`src/rtl/uart_tx_frm.sv`:
```
// UART transmitter with elaboration-time data width, parity and stop-bit count, and a
// one-word holding register so frames can be sent back-to-back.
module uart_tx_frm #(
  parameter int unsigned CLKS_PER_BIT = 434,
  parameter int unsigned DATA_BITS    = 8,
  parameter int unsigned PARITY_MODE  = 0,
  parameter int unsigned STOP_BITS    = 1
) (
  input  logic                 i_Clock,
  input  logic                 i_Rst_n,
  input  logic                 i_Tx_DV,
  input  logic [DATA_BITS-1:0] i_Tx_Byte,
  output logic                 o_Tx_Ready,
  output logic                 o_Tx_Active,
  output logic                 o_Tx_Serial,
  output logic                 o_Tx_Done
);

  localparam int unsigned CntW = (CLKS_PER_BIT > 1) ? $clog2(CLKS_PER_BIT) : 1;
  localparam logic [CntW-1:0] CntLast = CntW'(CLKS_PER_BIT - 1);
  localparam logic [3:0] DataLast = 4'(DATA_BITS - 1);
  localparam logic [3:0] StopLast = 4'(STOP_BITS - 1);

  if (CLKS_PER_BIT < 2 || CLKS_PER_BIT > 65535) begin : g_bad_clks
    $error("uart_tx_frm: CLKS_PER_BIT must be 2..65535");
  end
  if (DATA_BITS < 5 || DATA_BITS > 9) begin : g_bad_data
    $error("uart_tx_frm: DATA_BITS must be 5..9");
  end
  if (PARITY_MODE > 2) begin : g_bad_parity
    $error("uart_tx_frm: PARITY_MODE must be 0, 1 or 2");
  end
  if (STOP_BITS < 1 || STOP_BITS > 2) begin : g_bad_stop
    $error("uart_tx_frm: STOP_BITS must be 1 or 2");
  end

  typedef enum logic [2:0] {StIdle, StStart, StData, StParity, StStop} state_e;

  state_e                 state_q;
  logic [CntW-1:0]        clk_cnt_q;
  logic [3:0]             bit_cnt_q;
  logic [DATA_BITS-1:0]   shift_q;
  logic [DATA_BITS-1:0]   hold_q;
  logic                   hold_full_q;
  logic                   parity_q;
  logic                   ready_q;
  logic                   serial_q;
  logic                   active_q;
  logic                   stop_end_q;
  logic                   done_q;

  logic bit_end;
  logic accept;
  logic load;
  logic parity_calc;

  assign bit_end     = (clk_cnt_q == CntLast);
  assign accept      = i_Tx_DV && ready_q;
  assign parity_calc = (PARITY_MODE == 1) ? ~^hold_q : ^hold_q;

  always_comb begin
    load = 1'b0;
    unique case (state_q)
      StIdle:  load = hold_full_q;
      StStop:  load = hold_full_q && bit_end && (bit_cnt_q == StopLast);
      default: load = 1'b0;
    endcase
  end

  always_ff @(posedge i_Clock or negedge i_Rst_n) begin
    if (!i_Rst_n) begin
      state_q     <= StIdle;
      clk_cnt_q   <= '0;
      bit_cnt_q   <= '0;
      shift_q     <= '0;
      hold_q      <= '0;
      hold_full_q <= 1'b0;
      parity_q    <= 1'b0;
      ready_q     <= 1'b1;
      serial_q    <= 1'b1;
      active_q    <= 1'b0;
      stop_end_q  <= 1'b0;
      done_q      <= 1'b0;
    end else begin
      // accept and load are exclusive: load needs a full holding register, so ready_q is 0
      if (accept) begin
        hold_q      <= i_Tx_Byte;
        hold_full_q <= 1'b1;
        ready_q     <= 1'b0;
      end else if (load) begin
        hold_full_q <= 1'b0;
        ready_q     <= 1'b1;
      end

      // line and status outputs follow the state one cycle later
      unique case (state_q)
        StIdle:   serial_q <= 1'b1;
        StStart:  serial_q <= 1'b0;
        StData:   serial_q <= shift_q[0];
        StParity: serial_q <= parity_q;
        default:  serial_q <= 1'b1;
      endcase
      active_q   <= (state_q != StIdle) || hold_full_q;
      done_q     <= stop_end_q;
      stop_end_q <= 1'b0;

      if (load) begin
        shift_q   <= hold_q;
        parity_q  <= parity_calc;
        state_q   <= StStart;
        clk_cnt_q <= '0;
        bit_cnt_q <= '0;
        if (state_q == StStop) stop_end_q <= 1'b1;
      end else if (state_q != StIdle) begin
        clk_cnt_q <= bit_end ? '0 : clk_cnt_q + 1'b1;
        if (bit_end) begin
          unique case (state_q)
            StStart: state_q <= StData;
            StData: begin
              shift_q <= shift_q >> 1;
              if (bit_cnt_q == DataLast) begin
                bit_cnt_q <= '0;
                state_q   <= (PARITY_MODE != 0) ? StParity : StStop;
              end else begin
                bit_cnt_q <= bit_cnt_q + 1'b1;
              end
            end
            StParity: state_q <= StStop;
            StStop: begin
              if (bit_cnt_q == StopLast) begin
                state_q    <= StIdle;
                bit_cnt_q  <= '0;
                stop_end_q <= 1'b1;
              end else begin
                bit_cnt_q <= bit_cnt_q + 1'b1;
              end
            end
            default: state_q <= StIdle;
          endcase
        end
      end
    end
  end

  assign o_Tx_Ready  = ready_q;
  assign o_Tx_Active = active_q;
  assign o_Tx_Serial = serial_q;
  assign o_Tx_Done   = done_q;

endmodule
```
`config.mk`:
```
export PLATFORM = sky130hd
export DESIGN_NAME = uart_tx_frm
export DESIGN_NICKNAME = d
export VERILOG_FILES = /design/src/rtl/uart_tx_frm.sv
export SDC_FILE = /design/constraint.sdc
export NUM_CORES = 1
export LEC_CHECK = 0
export BUFFER_PORTS_ARGS = -buffer_cell sky130_fd_sc_hd__buf_4
export CORE_ASPECT_RATIO = 1.25
export CORE_MARGIN = 1
export CORE_UTILIZATION = 45
export CTS_CLUSTER_SIZE = 28
export DETAILED_ROUTE_END_ITERATION = 6
export HOLD_SLACK_MARGIN = 0.08
export PLACE_DENSITY = 0.67
export SYNTH_ARGS = -nofsm -noshare
export SYNTH_HDL_FRONTEND = slang
export SYNTH_SLANG_ARGS = --single-unit
```
`constraint.sdc`:
```
create_clock -name i_Clock -period 1.8 [get_ports i_Clock]
set_input_delay 0.36 -clock i_Clock [delete_from_list [all_inputs] [get_ports i_Clock]]
set_output_delay 0.36 -clock i_Clock [all_outputs]
set_load 0.02 [all_outputs]
```
After elaboration in Yosys (flattened, before gate mapping)
Index checks and enable logic that the tools add are counted.
W data, S select, Z words.
{ "totals": {"in_bits": 11, "register_bits": 39} }
{ "op_classes": {"reduce_logical": 16, "addsub": 2, "muxes": 31, "n_eq_ne": 8} }
{ "op_table": {"columns": ["cell", "n"], "rows": [
  ["$mux W8", 4],
  ["$mux W9", 3],
  ["$mux W4", 5],
  ["$mux W3", 5],
  ["$pmux W3 S4", 1],
  ["$mux W1", 10],
  ["$add A9 B1 Y9 const B", 1],
  ["$eq A9 B9 Y1 const B", 1],
  ["$pmux W4 S2", 1],
  ["$reduce_bool A2 Y1", 4],
  ["$reduce_xor A8 Y1", 1],
  ["$eq A3 B2 Y1 const B", 2],
  ["$reduce_and A3 Y1", 2],
  ["$reduce_bool A3 Y1", 2],
  ["$add A4 B1 Y4 const B", 1],
  ["$eq A4 B3 Y1 const B", 1],
  ["$logic_not A4 Y1", 1],
  ["$reduce_and A4 Y1", 1],
  ["$eq A3 B1 Y1 const B", 1],
  ["$eq A3 B3 Y1 const B", 1],
  ["$logic_and A1 B1 Y1", 3],
  ["$logic_not A3 Y1", 1],
  ["$ne A3 B2 Y1 const B", 1],
  ["$ne A3 B3 Y1 const B", 1],
  ["3 further kinds", 3]
]} }

Depth between registers and ports, before layout
{ "logic_depth": {"depth_word": 6, "ltp_mapped": 7, "ltp_nobuf": 6} }

Least setup slack after synthesis
No wires, ideal clock.
{ "synth_timing": {"kind": "reg-to-reg", "start": "register clk_cnt_q[1]", "end": "register parity_q", "path_stages_with_launch": 8, "t_arrival_ns": 1.605, "setup_time_ns": 0.125, "required_time_ns": 1.675, "setup_slack_ns": 0.070, "path_cell_list": "dfrtp_1 -> inv_1 -> ha_1 -> and4b_2 -> nand3_1 -> a21o_1 -> buf_6 -> mux2_4"} }
{ "synth_between": {"elab_chain_cells": 4} }
{ "synth_rtl": {"columns": ["element", "line", "source"], "rows": [
  ["start: declaration", "40", "logic [CntW-1:0] clk_cnt_q;"],
  ["start signal: assignment", "115", "clk_cnt_q <= bit_end ? '0 : clk_cnt_q + 1'b1;"],
  ["$eq A9 B9 Y1", "57", "assign bit_end = (clk_cnt_q == CntLast);"],
  ["$logic_and A1 B1 Y1 (2 in a row)", "65", "StStop: load = hold_full_q && bit_end && (bit_cnt_q == StopLast);"],
  ["$pmux W1 S2", "63", "unique case (state_q)"],
  ["end signal: assignment", "109", "parity_q <= parity_calc;"],
  ["end: declaration", "45", "logic parity_q;"]
]} }
No other way between the ends.
A chain may end at the register's enable or synchronous reset.

Worst setup path in the final report
{ "layout_timing": {"start": "register clk_cnt_q[1]", "end": "register shift_q[0]"} }
{ "layout_between": {"elab_chain_cells": 6, "word_cells_on_any_way": 9, "classes_between": "eq/ne (1); mux (2); reduce/logical (6)"} }
{ "layout_rtl": {"columns": ["element", "line", "source"], "rows": [
  ["$eq A9 B9 Y1 *", "57", null],
  ["$logic_and A1 B1 Y1 (2 in a row)", "65", null],
  ["$pmux W1 S2", "63", null],
  ["$reduce_bool A2 Y1 (no source line)", null, null],
  ["$reduce_and A3 Y1 (no source line)", null, null],
  ["end signal: assignment", "108", "shift_q <= hold_q;"],
  ["end signal: assignment", "120", "shift_q <= shift_q >> 1;"],
  ["end: declaration", "42", "logic [DATA_BITS-1:0] shift_q;"]
]} }
Every way passes the cells marked *; elsewhere a longest branch is shown, timed or not.

==> results.md <==
* Drc violations at 0
* Post-synthesis compound-gate area fraction at about a tenth
* CTS Sinks at 39
* Worst-Skew Late Latency at between 0.2 and 0.3 ns
* Least-Margin Pin Slew at 0.476 ns
* Rel. slew slack at 68.3%
* Final hold vios at 0
* CP Buf/Inv Count at 2
* IO Port Bufs at 14
* Yosys warning total at 0
* Area contributors post-synth: dfrtp_1, mux2_2, xnor2_1, mux2_4, dfstp_2
* Ys flop type: dfrtp_1
* Vias in the first global route at 1,538
* Violated checks: setup timing
* Largest net degree at the start of global routing at 40
* Synth cell types at 42
* Post-Synth Simple-Gate Area at a little over an eighth
* Final wirelength at 4.05 mm
* Global route overflow at 0
* LEAKAGE at 1.16 nW
* N_diodes at 0
* Reg power frac at 38.2%
* TritonRoute pass-1 iters at 4
* Final period utilization at 103%
* Seq/Total Area, Yosys at slightly below 50%
* Critical Path Fanout Max at 5
* Max-slew violation count at 0
* Power Dens Cells at 1580 nW/µm²
* Vias/cell at 5.28
* Worst Setup End Kind: flip-flop
* Post-synthesis register bit count at 39
* Core footprint at 4160 µm²
* Layout cell share with drive strength beyond 1 at about two fifths
* Crit-path slowest cell: dfrtp_1
* I/O Pins at 15
* Commonest cells after routing, fill and taps aside: buf_4, dfrtp_1, nand2_1
* Int Pwr at 0.00252 W
* Final Worst Setup Slack at -0.0498 ns
* Synth Instances at 172
* Arrival time of the worst setup path at 2.02 ns
* Mapped Area at 1990 µm²
* Cell mode on critical path: mux2_4
* Max-cap violations at 0
* Max Clk Rate at 0.541 GHz
* Synth Area in Adders at 2.51%
* Number of synthesized flops with an enable pin at 0
* Nets@finish at 230
* Commonest non-fill, non-tap cell in the layout: buf_4
* Mean Syn Cell Area at around 12 µm²
* RSZ-0062 raised after global routing: yes
* Final min period at between 1.5 and 2 ns
* Multiplexer share of the synthesized area at about 16%
* Layout area overhead at 25.1%
* Clock root cell: clkbuf_8
* H-tree Lvls at 2
* Post-DP Area at 2310 µm²
* Xor and xnor area share after synthesis at 5.72%
* Crit start category: flip-flop
* CP delay by family, top: multiplexers
* Number of DRC markers in iteration 0 at 29
* Initial Utilization at between 40 and 50%
* Main combinational cell family by area after synthesis: multiplexers
* Die area at 4700 µm²
* Psw at 0.00142 W
* Die height at 76.4 µm
* Post-route ant nets at 0
* Clock tree buffer depth at 2
* DIE WIDTH at 61.5 µm
* Syn nets at between 150 and 200
* HP Class: input pin to flip-flop
* Gate power share at roughly 48%
* First-pass GRT wire length at 7.01 mm
* Clock transition at the registers of the reported paths at about 0.07 ns
* Cts bufs inserted at 5
* Asr flop ratio synth at 100%
* Yosys top cell by area: dfrtp_1
* Worst EP required at 1.97 ns
* Post-DP HPWL at roughly 3 mm
* Finished layout cell area at 2490 µm²
* Clock network power share at between 10 and 15%
* DR vias at 1,436
* Switching share of total power at 36.0%
* WL per Instance at between 10 and 15 µm
* Final setup viols at 7
* Finished Core Util at 59.8%
* Share of the synthesized area in the top cell type at 46.5%
* Outcome: complete, but fails checks
* Crit path largest cell delay at 0.39 ns
* Setup Crit Path Kind: flip-flop to flip-flop
* # rows at 26
* Antenna violations before repair at 0
* GPL Wtd Cong at 0.875
* Global-route usage over all layers at 19.9%
* CTS tree: yes
* VDD IR max at 867 µV
* Post-Route Skew at 0.00467 ns
* Worst path cell trace: inv_2 > ha_4 > and4b_2 > buf_6 > nand4_4 > mux2_4 > mux2_4
-- sequential cells by signal, indices dropped and copies added (netlist names) --
signal and count:
clk_cnt_q 9, hold_q 8, shift_q 8, bit_cnt_q 4, state_q 3, hold_full_q 1
o_Tx_Active 1, o_Tx_Done 1, o_Tx_Ready 1, o_Tx_Serial 1, parity_q 1, stop_end_q 1
-- metal layers --
metal  vias up  global-route usage, %  part of all wire, %
li1        702                      -                    -
met1       707                   23.5                   41
met2        20                   34.6                   54
met3         7                   4.58                  2.5
met4         0                   5.56                  1.6
met5         -                      0                    0
-- kinds of logic after synthesis --
family	after synthesis
AO/OA/AOI/OAI	27
adder cells (fa/ha/maj)	4
multiplexers	26
flip-flops	39
XOR/XNOR	13
buffers and inverters	16
AND/OR/NAND/NOR	47
-- layout make-up --
class | count | area, µm²
clock buffers | 7 | 76.3
clock inverters | 1 | 5.00
fillers | 372 | 1670
inverters | 10 | 37.5
multi-input cells | 118 | 1010
flip-flops and latches | 39 | 978
well taps | 56 | 70.1
repair buffers | 41 | 314
-- cell usage after synthesis, types with 3 or more instances --
master	n
dfrtp_1	37
mux2_2	16
nand2_1	14
inv_1	10
xnor2_1	10
nor2_1	9
a21oi_1	6
mux2_4	5
o21ai_0	5
ha_1	4
nor3_1	4
buf_2	3
mux2_1	3
nand3_1	3
nand4_1	3
nor4_1	3
xor2_1	3
-- through the flow --
stage / power [W] / hold slack, ns / setup slack [ns] / instances / TNS [ns]
6_report: 0.00394 / 0.232 / -0.0498 / 272 / -0.185
5_1_grt: 0.00420 / 0.240 / -0.104 / 272 / -0.648
4_1_cts: 0.00391 / 0.232 / -0.0313 / 272 / -0.123
3_5_place_dp: 0.00323 / 0.348 / -0.117 / 261 / -1.04
3_3_place_gp: 0.00313 / 0.332 / -0.0287 / 261 / -0.153
2_1_floorplan: 0.00271 / 0.0644 / 0.0703 / 172 / 0
-- power groups by stage --
| stage | sequential, W | clock [W] | combinational, W |
|---|---|---|---|
| global placement | 0.00148 | 0 | 0.00165 |
| CTS | 0.00150 | 0.000572 | 0.00184 |
| floorplan | 0.00145 | 0 | 0.00126 |
| finish | 0.00151 | 0.000560 | 0.00188 |
| global route | 0.00155 | 0.000608 | 0.00204 |
| detailed placement | 0.00150 | 0 | 0.00172 |
-- worst paths after layout --
| check | start | end | slack (ns) | cells after the start |
|---|---|---|---|---|
| setup / recovery | clk_cnt_q[1] | shift_q[0] | -0.05 | 7 |
| hold / removal | i_Tx_DV | o_Tx_Ready | 0.23 | 2 |
| setup reg to reg | clk_cnt_q[1] | shift_q[0] | -0.05 | 7 |
| hold reg to reg | stop_end_q | o_Tx_Done | 0.36 | 0 |
| max in group asynchronous | i_Rst_n | o_Tx_Ready | 0.87 | 2 |
| min in group asynchronous | i_Rst_n | state_q[0] | 0.57 | 2 |
-- repair_timing --
| action | CTS | global route |
|---|---|---|
| setup buffers | 1 | 0 |
| hold buffers | 1 | 0 |
| setup endpoints to repair | 14 | 15 |
| cloned | 1 | 0 |
| pin swaps | 4 | 1 |
| hold endpoints to repair | 37 | 0 |
| resized for setup | 11 | 4 |
Power figures use the tool's default switching activity.
